`src/rtl/branch_judge_bht.sv`:
```
// Branch resolution stage with registered result and a 2-bit saturating-counter BHT.
// Optional BRANCH_STATS_EN adds branch/mispredict event counters.
module branch_judge_bht #(
  parameter int WIDTH     = 32,
  parameter int PC_W      = 32,
  parameter int BHT_DEPTH = 16,
  parameter int IDX_W     = $clog2(BHT_DEPTH)
) (
  input  logic             clk,
  input  logic             rst_n,
  input  logic [PC_W-1:0]  lookup_pc,
  output logic             lookup_taken,
  input  logic             in_valid,
  output logic             in_ready,
  input  logic [PC_W-1:0]  in_pc,
  input  logic [WIDTH-1:0] rs_val,
  input  logic [WIDTH-1:0] rt_val,
  input  logic [2:0]       b_ctrl,
  input  logic             pred_taken,
  input  logic             flush,
  output logic             out_valid,
  input  logic             out_ready,
  output logic             out_taken,
  output logic             out_mispredict,
  output logic [PC_W-1:0]  out_pc
`ifdef BRANCH_STATS_EN
  ,
  output logic [31:0]      stat_branches,
  output logic [31:0]      stat_mispredicts
`endif
);

  // Handshake: a transfer happens on any edge where valid && ready are both high.
  // in_ready = !out_valid || out_ready, so the single output register can be refilled
  // in the same cycle it drains; flush overrides both the drain update and a refill.
  logic             accept;
  logic             out_fire;
  logic             update_en;
  logic             cmp_taken;
  logic             rs_neg;
  logic             rs_zero;
  logic [IDX_W-1:0] lookup_idx;
  logic [IDX_W-1:0] update_idx;
  logic [1:0]       cur_ctr;
  logic [1:0]       next_ctr;
  logic [1:0]       bht [BHT_DEPTH];
  logic             unused_lookup_bits;

  assign in_ready  = !out_valid || out_ready;
  assign accept    = in_valid && in_ready;
  assign out_fire  = out_valid && out_ready;
  assign update_en = out_fire && !flush;

  assign lookup_idx   = lookup_pc[IDX_W+1:2];
  assign update_idx   = out_pc[IDX_W+1:2];
  assign lookup_taken = bht[lookup_idx][1];
  assign unused_lookup_bits = ^{lookup_pc[1:0], lookup_pc[PC_W-1:IDX_W+2]};

  // Signed zero/negative tests need only the sign bit and a zero detect.
  assign rs_neg  = rs_val[WIDTH-1];
  assign rs_zero = (rs_val == '0);

  always_comb begin
    cmp_taken = 1'b0;
    case (b_ctrl)
      3'b000:  cmp_taken = 1'b0;
      3'b001:  cmp_taken = (rs_val == rt_val);
      3'b010:  cmp_taken = (rs_val != rt_val);
      3'b011:  cmp_taken = rs_neg || rs_zero;
      3'b100:  cmp_taken = !rs_neg && !rs_zero;
      3'b101:  cmp_taken = rs_neg;
      3'b110:  cmp_taken = !rs_neg;
      default: cmp_taken = 1'b1;
    endcase
  end

  always_ff @(posedge clk or negedge rst_n) begin
    if (!rst_n) begin
      out_valid      <= 1'b0;
      out_taken      <= 1'b0;
      out_mispredict <= 1'b0;
      out_pc         <= '0;
    end else if (flush) begin
      out_valid <= 1'b0;
    end else if (accept) begin
      out_valid      <= 1'b1;
      out_taken      <= cmp_taken;
      out_mispredict <= (cmp_taken != pred_taken);
      out_pc         <= in_pc;
    end else if (out_fire) begin
      out_valid <= 1'b0;
    end
  end

  assign cur_ctr = bht[update_idx];

  always_comb begin
    next_ctr = cur_ctr;
    if (out_taken) begin
      if (cur_ctr != 2'b11) next_ctr = cur_ctr + 2'd1;
    end else begin
      if (cur_ctr != 2'b00) next_ctr = cur_ctr - 2'd1;
    end
  end

  // Lookup reads the array directly, so a same-cycle update is seen one cycle later.
  always_ff @(posedge clk or negedge rst_n) begin
    if (!rst_n) begin
      for (int i = 0; i < BHT_DEPTH; i++) bht[i] <= 2'b01;
    end else if (update_en) begin
      bht[update_idx] <= next_ctr;
    end
  end

`ifdef BRANCH_STATS_EN
  always_ff @(posedge clk or negedge rst_n) begin
    if (!rst_n) begin
      stat_branches    <= '0;
      stat_mispredicts <= '0;
    end else if (update_en) begin
      stat_branches <= stat_branches + 32'd1;
      if (out_mispredict) stat_mispredicts <= stat_mispredicts + 32'd1;
    end
  end
`endif

endmodule

```
`config.mk`:
```
export PLATFORM = sky130hd
export DESIGN_NAME = branch_judge_bht
export DESIGN_NICKNAME = d
export VERILOG_FILES = /design/src/rtl/branch_judge_bht.sv
export SDC_FILE = /design/constraint.sdc
export NUM_CORES = 1
export LEC_CHECK = 0
export BUFFER_PORTS_ARGS = -buffer_cell sky130_fd_sc_hd__buf_2
export CAP_MARGIN = 30
export CELL_PAD_IN_SITES_DETAIL_PLACEMENT = 1
export CELL_PAD_IN_SITES_GLOBAL_PLACEMENT = 2
export CORE_AREA = 2 2 117 119
export DETAILED_ROUTE_END_ITERATION = 8
export DIE_AREA = 0 0 119 121
export GPL_ROUTABILITY_DRIVEN = 1
export PLACE_DENSITY = 0.74
export SLEW_MARGIN = 40
export SYNTH_ARGS = -nofsm -noshare
export SYNTH_HDL_FRONTEND = slang
export SYNTH_SLANG_ARGS = --single-unit
```
`constraint.sdc`:
```
create_clock -name clk -period 2.8 [get_ports clk]
set_clock_uncertainty 0.1 [all_clocks]
set_input_delay 0.56 -clock clk [delete_from_list [all_inputs] [get_ports clk]]
set_output_delay 0.56 -clock clk [all_outputs]
set_load 0.005 [all_outputs]
```
**Word level (Yosys, flattened, before mapping)**

Cells that the tools add are included.

- Word-level logic and storage cells: 70
- Input port bits: 137
- Output and inout bits: 37
- Flip-flop bits (word level): 67

- Muxes and demuxes: 16
- Equality and inequality tests: 10
- $lt $le $gt $ge: 3
- Reduce and logical (&&, ||, !) cells: 16
- Bitwise gates (word level): 3
- Add/sub/neg operators: 2

Operator list:

| cell | count |
|---|---|
| bitwise mux 32 bit | 1 |
| equality test 32 bit | 1 |
| zero test 32 bit | 1 |
| != test 32 bit | 1 |
| binary-select mux 2 bit (select 4 bit) | 2 |
| two-way mux 2 bit | 8 |
| >= comparator 5 bit, second input constant | 2 |
| NOT 4 -> 5 bit | 2 |
| equality test 3 bit, second input constant | 3 |
| demux 2 bit (select 4 bit) | 1 |
| one-hot mux 1 bit (7 select lines) | 1 |
| equality test 3 x 2 -> 1 bit, second input constant | 2 |
| logical AND 1 bit | 5 |
| less-than comparator 5 x 1 -> 1 bit, second input constant | 1 |
| zero test 1 bit | 4 |
| equality test 3 x 1 -> 1 bit, second input constant | 1 |
| zero test 3 bit | 1 |
| two-way mux 1 bit | 3 |
| nonzero test 3 bit | 1 |
| adder 2 x 1 -> 2 bit, second input constant | 1 |
| logical OR 1 bit | 2 |
| != test 2 bit, second input constant | 1 |
| AND reduction 2 bit | 1 |
| nonzero test 2 bit | 1 |
| other kinds (3) | 3 |

**Depth between registers and ports, before layout**

Gate-level depths: netlist of the first run.

- Word-level depth: 8
- Mapped depth: 8
- Depth with buffers taken out: 6

**Least setup slack after synthesis of the first run**

OpenSTA, ideal clock, no wires.

- Path kind: register -> register
- Start point: register out_pc[2]
- End point: register bht[18] (netlist name)
- Path buffers: 2
- Library setup time: 0.070 ns
- Path slack: 0.345 ns
- Period minus slack after synthesis: 2.455 ns
- Data required time: 2.630 ns
- Arrival time: 2.286 ns
- Cell stages (with the launch flop): 7
- Cells stage by stage: dfrtp_1 > buf_6 > mux4_1 > mux4_2 > maj3_2 > buf_6 > o21ai_2

- Cells in the longest elaborated chain, start to end: 8
- Elaborated cells between the ends (all ways): 17
- Classes of those cells: 2 x add/sub; 2 x order compare; 1 x eq/ne; 9 x mux; 1 x bitwise; 2 x reduce/logical

Ends and longest elaborated chain:

| element | RTL line | RTL |
|---|---|---|
| start, declared | 25 | `output logic [PC_W-1:0] out_pc` |
| start signal, assigned | 89 | `out_pc <= in_pc;` |
| NOT 4 -> 5 bit (implied by the code) (*) | 95, 111 |  |
| binary-select mux 2 bit (select 4 bit) | 95 | `assign cur_ctr = bht[update_idx];` |
| two-way mux 2 bit (implied by the code) (2 in series) | 95 |  |
| subtractor 2 x 1 -> 2 bit (tied with other cells) | 102 | `if (cur_ctr != 2'b00) next_ctr = cur_ctr - 2'd1;` |
| two-way mux 2 bit (on tied branches) | 102, 100 |  |
| two-way mux 2 bit | 99 | `if (out_taken) begin` |
| bitwise mux 32 bit (*) | 111 | `bht[update_idx] <= next_ctr;` |
| end signal, assigned by index | 111 |  |
| end, declared | 46 | `logic [1:0] bht [BHT_DEPTH];` |

Mark *: on every way between the ends. The rest lies on a longest branch, timed or not. The select of a mux whose other input is x is not followed.
A chain may end at the register's enable or synchronous reset.

**Worst setup path in the final report of the first run**

- Start point: register out_pc[3]
- End point: register bht[0] (netlist name)

Same word-level chain as after synthesis.

==> out/results.ini, run 1 <==
[yosys]
ys_seq_area_frac = 0.484
postSynthCellCount = 296
syn_avg_cell_area_um2 = 11.8
synthFlopType = dfrtp_1
syn-num-nets = 433
yosys_warnings = 0
syn-cell-area_um2 = 3510
synth_cell_type_count = 35
ys_seq_elements = 67
synth_edf_count = 0
async_flop_share = 1.00

[final_layout]
final_common_cell = buf_2
drive_above_1_share = 0.525
nNetsFinal = 589
antenna_cells = 0
final_cell_mix = buf_2, dfrtp_1, nand2_1, mux2_2, xnor2_1
fillers = 1499
area_growth_pct = 35.8

[power_and_ir_drop]
p_sw_frac = 0.270
internal_power_mw = 2.05
pwr-share-seq = 0.428
p_comb_frac = 0.207
pwr_density_cell_nw_per_um2 = 590
switchingPower_mw = 0.758
peakVddDrop_mv = 0.232
p_leak_nw = 2.07
clkPwrFrac = 0.365

[clock_tree]
insertion_delay_ns = 0.32
htreeDepth = 3
cts_hold_buf = 0
post-cts-setup-buffers = 0
clk_path_buf_depth = 2
cts_tree = yes
root_buffer = clkbuf_16
numCtsBuffers = 9
path_clk_slew_ns = 0.06
cts_resized = 0
clock-sinks = 67

[routing]
wl_per_cell_um = 16.4
drt_iter0_markers = 148
vias = 2941
via_per_inst = 4.65
detail-route-antenna-nets = 0
drc = 0
routed_wl_um = 10400
dr.pass1.iters = 4

[setup_path]
critPathCapture = bht[0]$_DFFE_PN1P_
crit_slowest_cell = dfrtp_1
r2r_start = out_pc[3]$_DFFE_PN0P_
crit_path_end_kind = register
r2r-end = bht[0]$_DFFE_PN1P_
worstPathArrival_ns = 2.71
cp_cell_sequence = mux4_1 > mux4_2 > inv_1 > maj3_2 > o21ai_0
startpoint_type = register
reg2regPathDepth = 5
cp_max_fo = 16
critPathLaunch = out_pc[3]$_DFFE_PN0P_
rrSetupSlack_ns = 0.22
crit_family = multiplexers
critPathKind = register to register
cp.depth = 5
cpPeakStageDelay_ns = 0.70
cp.buffers_inverters = 1
crit_required_ns = 2.93

[sta]
slew_headroom = 0.548
drv_slew = 0
fin_crit_sh = 0.922
fin_crit_ns = 2.58
rsz0062_at_grt = false
clock.fmax_mhz = 388
tns_ns = 0
tightest_slew_ns = 0.673
postLayoutSetupSlackWorst_ns = 0.219
hold_viol = 0
setup_viol = 0

[floorplan]
dieHeight_um = 121
die_x_um = 119
ios = 174
initial_core_util = 0.268
num_rows = 42
fp.coreArea_um2 = 13100
dieArea_um2 = 14400

[grt]
grt_pass1_wl_um = 16900
antenna_found_initial = 0
grt_overflow = 0
grt_max_degree = 44
grt_pass1_vias = 3195
grt_usage = 0.152

[placed_design]
post-place-ws_ns = 0.115
dp_hpwl_um = 8220
io_buffers = 145
routabilityCongestion = 0.747

[status]
status = completed

[hold_path]
hp-class = input port to asynchronous set/reset pin

[run]
maxCapViolations = 0

area by class of cell:
| type | instances | area, um^2 | area share |
|---|---|---|---|
| Clock buffer | 12 | 246 | 0.0518 |
| Clock inverter | 4 | 26.3 | 0.00552 |
| Inverter | 4 | 15.0 | 0.00315 |
| Multi-Input combinational cell | 216 | 1750 | 0.368 |
| Sequential cell | 67 | 1700 | 0.356 |
| Tap cell | 176 | 220 | 0.0463 |
| Timing Repair Buffer | 154 | 806 | 0.169 |
logic make-up (layout without fill, tap and decap cells):
kind of cell	count (synthesis)	count (layout)	share of synthesized area
and+or+nand+nor	95	95	0.133
AOI/OAI and AO/OA	41	41	0.0767
muxes	47	47	0.205
DFF	67	67	0.484
buffers and inverters	13	174	0.0186
xor gates and xnor gates	32	32	0.0799
adders and majority gates	1	1	0.00321
cells in the mapped netlist (2+ instances only):
master    number  area [um^2]
dfrtp_1       51         1280
nand2_1       49          184
mux2_2        32          360
xnor2_1       32          280
o21ai_0       22          110
dfstp_2       16          420
nand4_1       11         68.8
o21ai_2       11         96.3
mux4_2        10          225
nor4_1        10         62.6
clkbuf_1       6         22.5
mux4_1         5          131
nand3_1        5         25.0
nor2_1         5         18.8
inv_1          4         15.0
nand3b_1       3         22.5
nor2b_1        3         18.8
nor3b_1        3         22.5
buf_6          2         22.5
worst min-delay path by stage:
stage | slack (ns) | end
6_report | 0.14 | out_pc[28]$_DFFE_PN0P_
5_1_grt | 0.19 | out_pc[25]$_DFFE_PN0P_
4_1_cts | 0.16 | out_pc[25]$_DFFE_PN0P_
3_5_place_dp | 0.36 | bht[22]$_DFFE_PN1P_
3_3_place_gp | 0.36 | bht[22]$_DFFE_PN1P_
2_1_floorplan | 0.16 | bht[11]$_DFFE_PN0P_
per-stage QoR:
| stage | total power, mW | utilization | instances | area (um^2) | hold slack, ns |
|---|---|---|---|---|---|
| final | 2.81 | 0.364 | 633 | 4760 | 0.138 |
| after CTS | 2.86 | 0.364 | 633 | 4760 | 0.156 |
| after detailed placement | 1.81 | 0.343 | 617 | 4490 | 0.364 |
| after floorplan | 1.51 | - | 296 | 3510 | 0.164 |
| after global placement | 1.79 | 0.343 | 617 | 4490 | 0.357 |
| after global routing | 2.97 | 0.364 | 633 | 4760 | 0.186 |
layer usage:
layer / global-route usage / part of all wire
met1: 0.176 / 0.41
met2: 0.276 / 0.52
met3: 0.0324 / 0.052
met4: 0.0521 / 0.013
met5: 0 / 0
sequential cells by signal, indices dropped and copies added, names as in the netlist:
signal          flops
out_valid           1
out_pc             32
out_taken           1
bht                32
out_mispredict      1
power groups by stage:
stage	Combinational, mW	Sequential [mW]	Clock, mW
after floorplan	0.307	1.20	0
after global placement	0.577	1.21	0
after detailed placement	0.592	1.22	0
after CTS	0.595	1.20	1.06
after global routing	0.642	1.22	1.11
final	0.581	1.20	1.02
worst register-to-register path, stage by stage, from the launching register on:
cell and delay [ns]:
dfrtp_1 0.70, mux4_1 0.44, mux4_2 0.53, inv_1 0.08, maj3_2 0.46, o21ai_0 0.17
(Power assumes the default switching activity.)
==> run 2: changes to the inputs <==
==> constraint.sdc (replaced) <==
create_clock -name clk -period 2.9 [get_ports clk]
set_clock_uncertainty 0.1 [all_clocks]
set_input_delay 0.58 -clock clk [delete_from_list [all_inputs] [get_ports clk]]
set_output_delay 0.58 -clock clk [all_outputs]
set_load 0.005 [all_outputs]
==> run 2 against run 1 <==
  * Clock power about the same
  * Design area about the same
  * Worst setup slack improved by 0.022 ns
  * Sequential share of layout area about the same
  * Critical endpoint is now bht[10]$_DFFE_PN1P_
  * Via count increased by 0.48%
  * Highest routed layer unchanged
  * Largest power group unchanged
  * Total power decreased by 3.0%
==> out/results.ini, run 2 (synthesis gave the netlist of run 1 again) <==
[power_and_ir_drop]
pwr-share-seq = 0.431
power_mw = 2.72
p_comb_frac = 0.205
clkPwrFrac = 0.365
internal_power_mw = 1.97
pwr_density_cell_nw_per_um2 = 572
switchingPower_mw = 0.747
p_leak_nw = 2.07
peakVddDrop_mv = 0.331
p_sw_frac = 0.274

[floorplan]
ios = 174
fp.coreArea_um2 = 13100
initial_core_util = 0.268
num_rows = 42
die_x_um = 119
dieHeight_um = 121
dieArea_um2 = 14400

[sta]
slew_headroom = 0.578
hold_viol = 0
tightest_slew_ns = 0.628
setup_viol = 0
tns_ns = 0
fin_crit_ns = 2.66
fin_crit_sh = 0.917
clock.fmax_mhz = 376
drv_slew = 0
rsz0062_at_grt = false

[final_layout]
nNetsFinal = 587
finalNonFillerCells = 631
fillers = 1497
multi_input_area_um2 = 1750
drive_above_1_share = 0.525
final_cell_mix = buf_2, dfrtp_1, nand2_1, mux2_2, xnor2_1
antenna_cells = 0
regArea_um2 = 1700
final_common_cell = buf_2
largestRegisters = bht x32, out_pc x32
area_growth_pct = 35.7
fin_util = 0.364

[setup_path]
cp_max_fo = 16
r2r-end = bht[10]$_DFFE_PN1P_
startpoint_type = register
cp_cell_sequence = mux4_1 > mux4_2 > maj3_2 > o21ai_0
reg2regPathDepth = 4
crit_path_end_kind = register
rrSetupSlack_ns = 0.24
critPathKind = register to register
cpPeakStageDelay_ns = 0.71
critPathLaunch = out_pc[3]$_DFFE_PN0P_
crit_slowest_cell = dfrtp_1
r2r_start = out_pc[3]$_DFFE_PN0P_
crit_required_ns = 3.04
worstPathArrival_ns = 2.80
critPathCapture = bht[10]$_DFFE_PN1P_

[routing]
drt_iter0_markers = 133
dr.pass1.iters = 4
wl_per_cell_um = 16.8
via_per_inst = 4.68
routed_wl_um = 10600
detail-route-antenna-nets = 0
drc = 0
vias = 2955

[clock_tree]
post-cts-setup-buffers = 0
path_clk_slew_ns = 0.06
root_buffer = clkbuf_16
htreeDepth = 3
clock-sinks = 67
insertion_delay_ns = 0.33
cts_tree = yes
cts_hold_buf = 0
cts_resized = 0
numCtsBuffers = 9
clk_path_buf_depth = 2

[status]
status = completed

[grt]
grt_overflow = 0
grt_pass1_vias = 3207
grt_pass1_wl_um = 17000
grt_max_degree = 68
grt_usage = 0.154
antenna_found_initial = 0

[placed_design]
routabilityCongestion = 0.769
dp.cells = 615
io_buffers = 145
dp_hpwl_um = 8190

[hold_path]
hp-class = input port to asynchronous set/reset pin

[run]
maxCapViolations = 0

[run 2: area by class of cell]
| type | instances | share of cell area |
|---|---|---|
| multi-input combinational | 216 | 0.368 |
| sequential | 67 | 0.357 |
| timing repair buffer | 152 | 0.169 |
| clock buffer | 11 | 0.0510 |
| tap | 176 | 0.0463 |
| clock inverter | 5 | 0.00631 |
| inverter | 4 | 0.00316 |
[run 2: worst max-delay path, delay by kind of cell (launching register included)]
| family | cells | cell delay (ns) |
|---|---|---|
| AOI/OAI and AO/OA | 1 | 0.27 |
| muxes | 2 | 0.97 |
| DFF | 1 | 0.71 |
| adders and majority gates | 1 | 0.51 |
[run 2: layer usage]
layer / global-route usage / part of all wire
met1: 0.170 / 0.39
met2: 0.284 / 0.54
met3: 0.0414 / 0.060
met4: 0.0513 / 0.012
met5: 0 / 0
[run 2: power by group through the flow]
stage	sequential (mW)	clock, mW	combinational, mW
after floorplan	1.16	0	0.296
final	1.17	0.993	0.557
after global placement	1.18	0	0.549
after CTS	1.17	1.03	0.571
after global routing	1.19	1.07	0.612
after detailed placement	1.19	0	0.566
[run 2: worst min path at each step]
| stage | startpoint | endpoint | slack, ns | depth (start not counted) |
|---|---|---|---|---|
| 6_report | rst_n | bht[19]$_DFFE_PN0P_ | 0.17 | 2 |
| 5_1_grt | rst_n | bht[19]$_DFFE_PN0P_ | 0.20 | 2 |
| 4_1_cts | rst_n | bht[19]$_DFFE_PN0P_ | 0.18 | 2 |
| 3_5_place_dp | bht[26]$_DFFE_PN1P_ | bht[26]$_DFFE_PN1P_ | 0.37 | 2 |
| 3_3_place_gp | bht[22]$_DFFE_PN1P_ | bht[22]$_DFFE_PN1P_ | 0.36 | 2 |
| 2_1_floorplan | rst_n | bht[11]$_DFFE_PN0P_ | 0.18 | 0 |
[run 2: through the flow]
stage / setup slack [ns] / instance area [um^2] / hold slack (ns)
2_1_floorplan: 0.445 / 3510 / 0.184
3_3_place_gp: 0.229 / 4480 / 0.357
3_5_place_dp: 0.212 / 4480 / 0.367
4_1_cts: 0.219 / 4760 / 0.178
5_1_grt: 0.129 / 4760 / 0.200
6_report: 0.242 / 4760 / 0.167
==> run 3: changes to the inputs <==
--- a/config.mk
+++ b/config.mk
@@ -14,6 +14,7 @@
 export DIE_AREA = 0 0 119 121
 export GPL_ROUTABILITY_DRIVEN = 1
 export PLACE_DENSITY = 0.74
+export REMOVE_ABC_BUFFERS = 1
 export SLEW_MARGIN = 40
 export SYNTH_ARGS = -nofsm -noshare
 export SYNTH_HDL_FRONTEND = slang
==> run 3 against run 2 <==
  * Sequential power about the same
  * Non-clock buffer count down 1
  * Hold slack got worse by 0.015 ns
  * Register-to-register slack hardly changed
  * Design area up 1.3%
  * Fmax is essentially flat
  * Routed wire length rose by 0.87%
  * Final cell count shrank 0.16%
  * Sequential cell count unchanged
  * Sequential share of layout area fell by 0.44 points
==> out/results.ini, run 3 (synthesis gave the netlist of run 1 again) <==
[clock_tree]
post-cts-setup-buffers = 0
path_clk_slew_ns = 0.06
root_buffer = clkbuf_16
cts_hold_buf = 0
htreeDepth = 3
clk_path_buf_depth = 2
clock-sinks = 67
insertion_delay_ns = 0.33
cts_tree = yes
numCtsBuffers = 9
cts_resized = 0

[power_and_ir_drop]
peakVddDrop_mv = 0.308
p_leak_nw = 2.09
pwr-share-seq = 0.399
p_comb_frac = 0.194
pwr_density_cell_nw_per_um2 = 606
internal_power_mw = 2.16
clkPwrFrac = 0.406
power_mw = 2.92
p_sw_frac = 0.262
switchingPower_mw = 0.764

[setup_path]
crit_required_ns = 3.04
r2r_start = out_pc[2]$_DFFE_PN0P_
cp_max_fo = 16
reg2regPathDepth = 5
startpoint_type = register
critPathKind = register to register
crit_family = multiplexers
cpPeakStageDelay_ns = 0.60
crit_slowest_cell = mux4_1
crit_path_end_kind = register
r2r-end = bht[0]$_DFFE_PN1P_
cp_cell_sequence = buf_12 > mux4_1 > mux4_2 > maj3_2 > o21ai_0
worstPathArrival_ns = 2.80
cp.buffers_inverters = 1
rrSetupSlack_ns = 0.24

[sta]
clock.fmax_mhz = 376
rsz0062_at_grt = false
setup_viol = 0
slew_headroom = 0.466
tightest_slew_ns = 0.795
drv_slew = 0
postLayoutSetupSlackWorst_ns = 0.243
whs_ns = 0.151
fin_crit_sh = 0.916
hold_viol = 0
fin_crit_ns = 2.66

[final_layout]
regArea_um2 = 1700
area_growth_pct = 37.4
fin_util = 0.368
largestRegisters = bht x32, out_pc x32
multi_input_area_um2 = 1750
drive_above_1_share = 0.526
final_common_cell = buf_2
nNetsFinal = 586
antenna_cells = 0
final_cell_mix = buf_2, dfrtp_1, nand2_1, mux2_2, xnor2_1
fillers = 1493

[floorplan]
die_x_um = 119
ios = 174
dieHeight_um = 121
fp.coreArea_um2 = 13100
dieArea_um2 = 14400
num_rows = 42
initial_core_util = 0.268

[placed_design]
routabilityCongestion = 0.810
post-place-ws_ns = 0.110
io_buffers = 145
dp_hpwl_um = 8490

[grt]
grt_max_degree = 43
grt_usage = 0.157
grt_overflow = 0
grt_pass1_vias = 3310
antenna_found_initial = 0
grt_pass1_wl_um = 17400

[routing]
drc = 0
routed_wl_um = 10700
vias = 2979
detail-route-antenna-nets = 0
drt_iter0_markers = 62
via_per_inst = 4.73
wl_per_cell_um = 17.0
dr.pass1.iters = 5

[hold_path]
hp-class = input port to asynchronous set/reset pin

[run]
maxCapViolations = 0

[status]
status = completed

==> run 3: changes by cell type in the layout (fill, tap and decap cells not counted) <==
cell and change:
clkbuf_1 -1, clkinv_2 -2, bufinv_16 +2, buf_4 -2, clkinv_4 +1, buf_12 +1
==> run 3: worst max path at each step <==
| stage | start | slack [ns] | cells after the start | endpoint |
|---|---|---|---|---|
| 2_1_floorplan | out_ready | -0.89 | 3 | out_pc[0]$_DFFE_PN0P_ |
| 3_3_place_gp | rs_val[15] | 0.15 | 7 | out_mispredict$_DFFE_PN0P_ |
| 3_5_place_dp | rs_val[15] | 0.11 | 7 | out_mispredict$_DFFE_PN0P_ |
| 4_1_cts | out_pc[3]$_DFFE_PN0P_ | 0.21 | 4 | bht[0]$_DFFE_PN1P_ |
| 6_report | out_pc[2]$_DFFE_PN0P_ | 0.24 | 5 | bht[0]$_DFFE_PN1P_ |
| 5_1_grt | out_pc[2]$_DFFE_PN0P_ | 0.12 | 6 | bht[6]$_DFFE_PN1P_ |
==> run 3: power by group through the flow <==
stage | combinational (mW) | sequential (mW) | clock, mW
6_report | 0.568 | 1.17 | 1.19
2_1_floorplan | 0.265 | 1.18 | 0
5_1_grt | 0.625 | 1.19 | 1.27
4_1_cts | 0.582 | 1.17 | 1.22
3_5_place_dp | 0.579 | 1.18 | 0
3_3_place_gp | 0.559 | 1.17 | 0
==> run 3: layout make-up <==
| cell class | instances | area share |
|---|---|---|
| inverter | 4 | 0.00312 |
| clock buffer | 10 | 0.0496 |
| clock inverter | 6 | 0.0184 |
| multi-input combinational | 216 | 0.363 |
| sequential | 67 | 0.352 |
| timing repair buffer | 151 | 0.168 |
| tap | 176 | 0.0457 |
==> run 3: worst reg2reg max path, stage by stage (launching register included) <==
cell	delay (ns)
dfrtp_1	0.39
buf_12	0.17
mux4_1	0.60
mux4_2	0.53
maj3_2	0.51
o21ai_0	0.27
==> run 3: stage by stage <==
| step | std cells | TNS (ns) | area (um^2) |
|---|---|---|---|
| after floorplan | 287 | -29.37 | 3460 |
| after CTS | 630 | 0 | 4820 |
| after global placement | 614 | 0 | 4490 |
| after global routing | 630 | 0 | 4820 |
| final | 630 | 0 | 4820 |
| after detailed placement | 614 | 0 | 4490 |
==> run 3: layer usage <==
metal | up-vias | share of wire | wire length [um] | GRT usage
li1 | 1389 | - | - | -
met1 | 1467 | 0.38 | 4010 | 0.169
met2 | 110 | 0.54 | 5760 | 0.288
met3 | 13 | 0.067 | 716 | 0.0489
met4 | 0 | 0.019 | 204 | 0.0573
met5 | - | 0 | 0 | 0
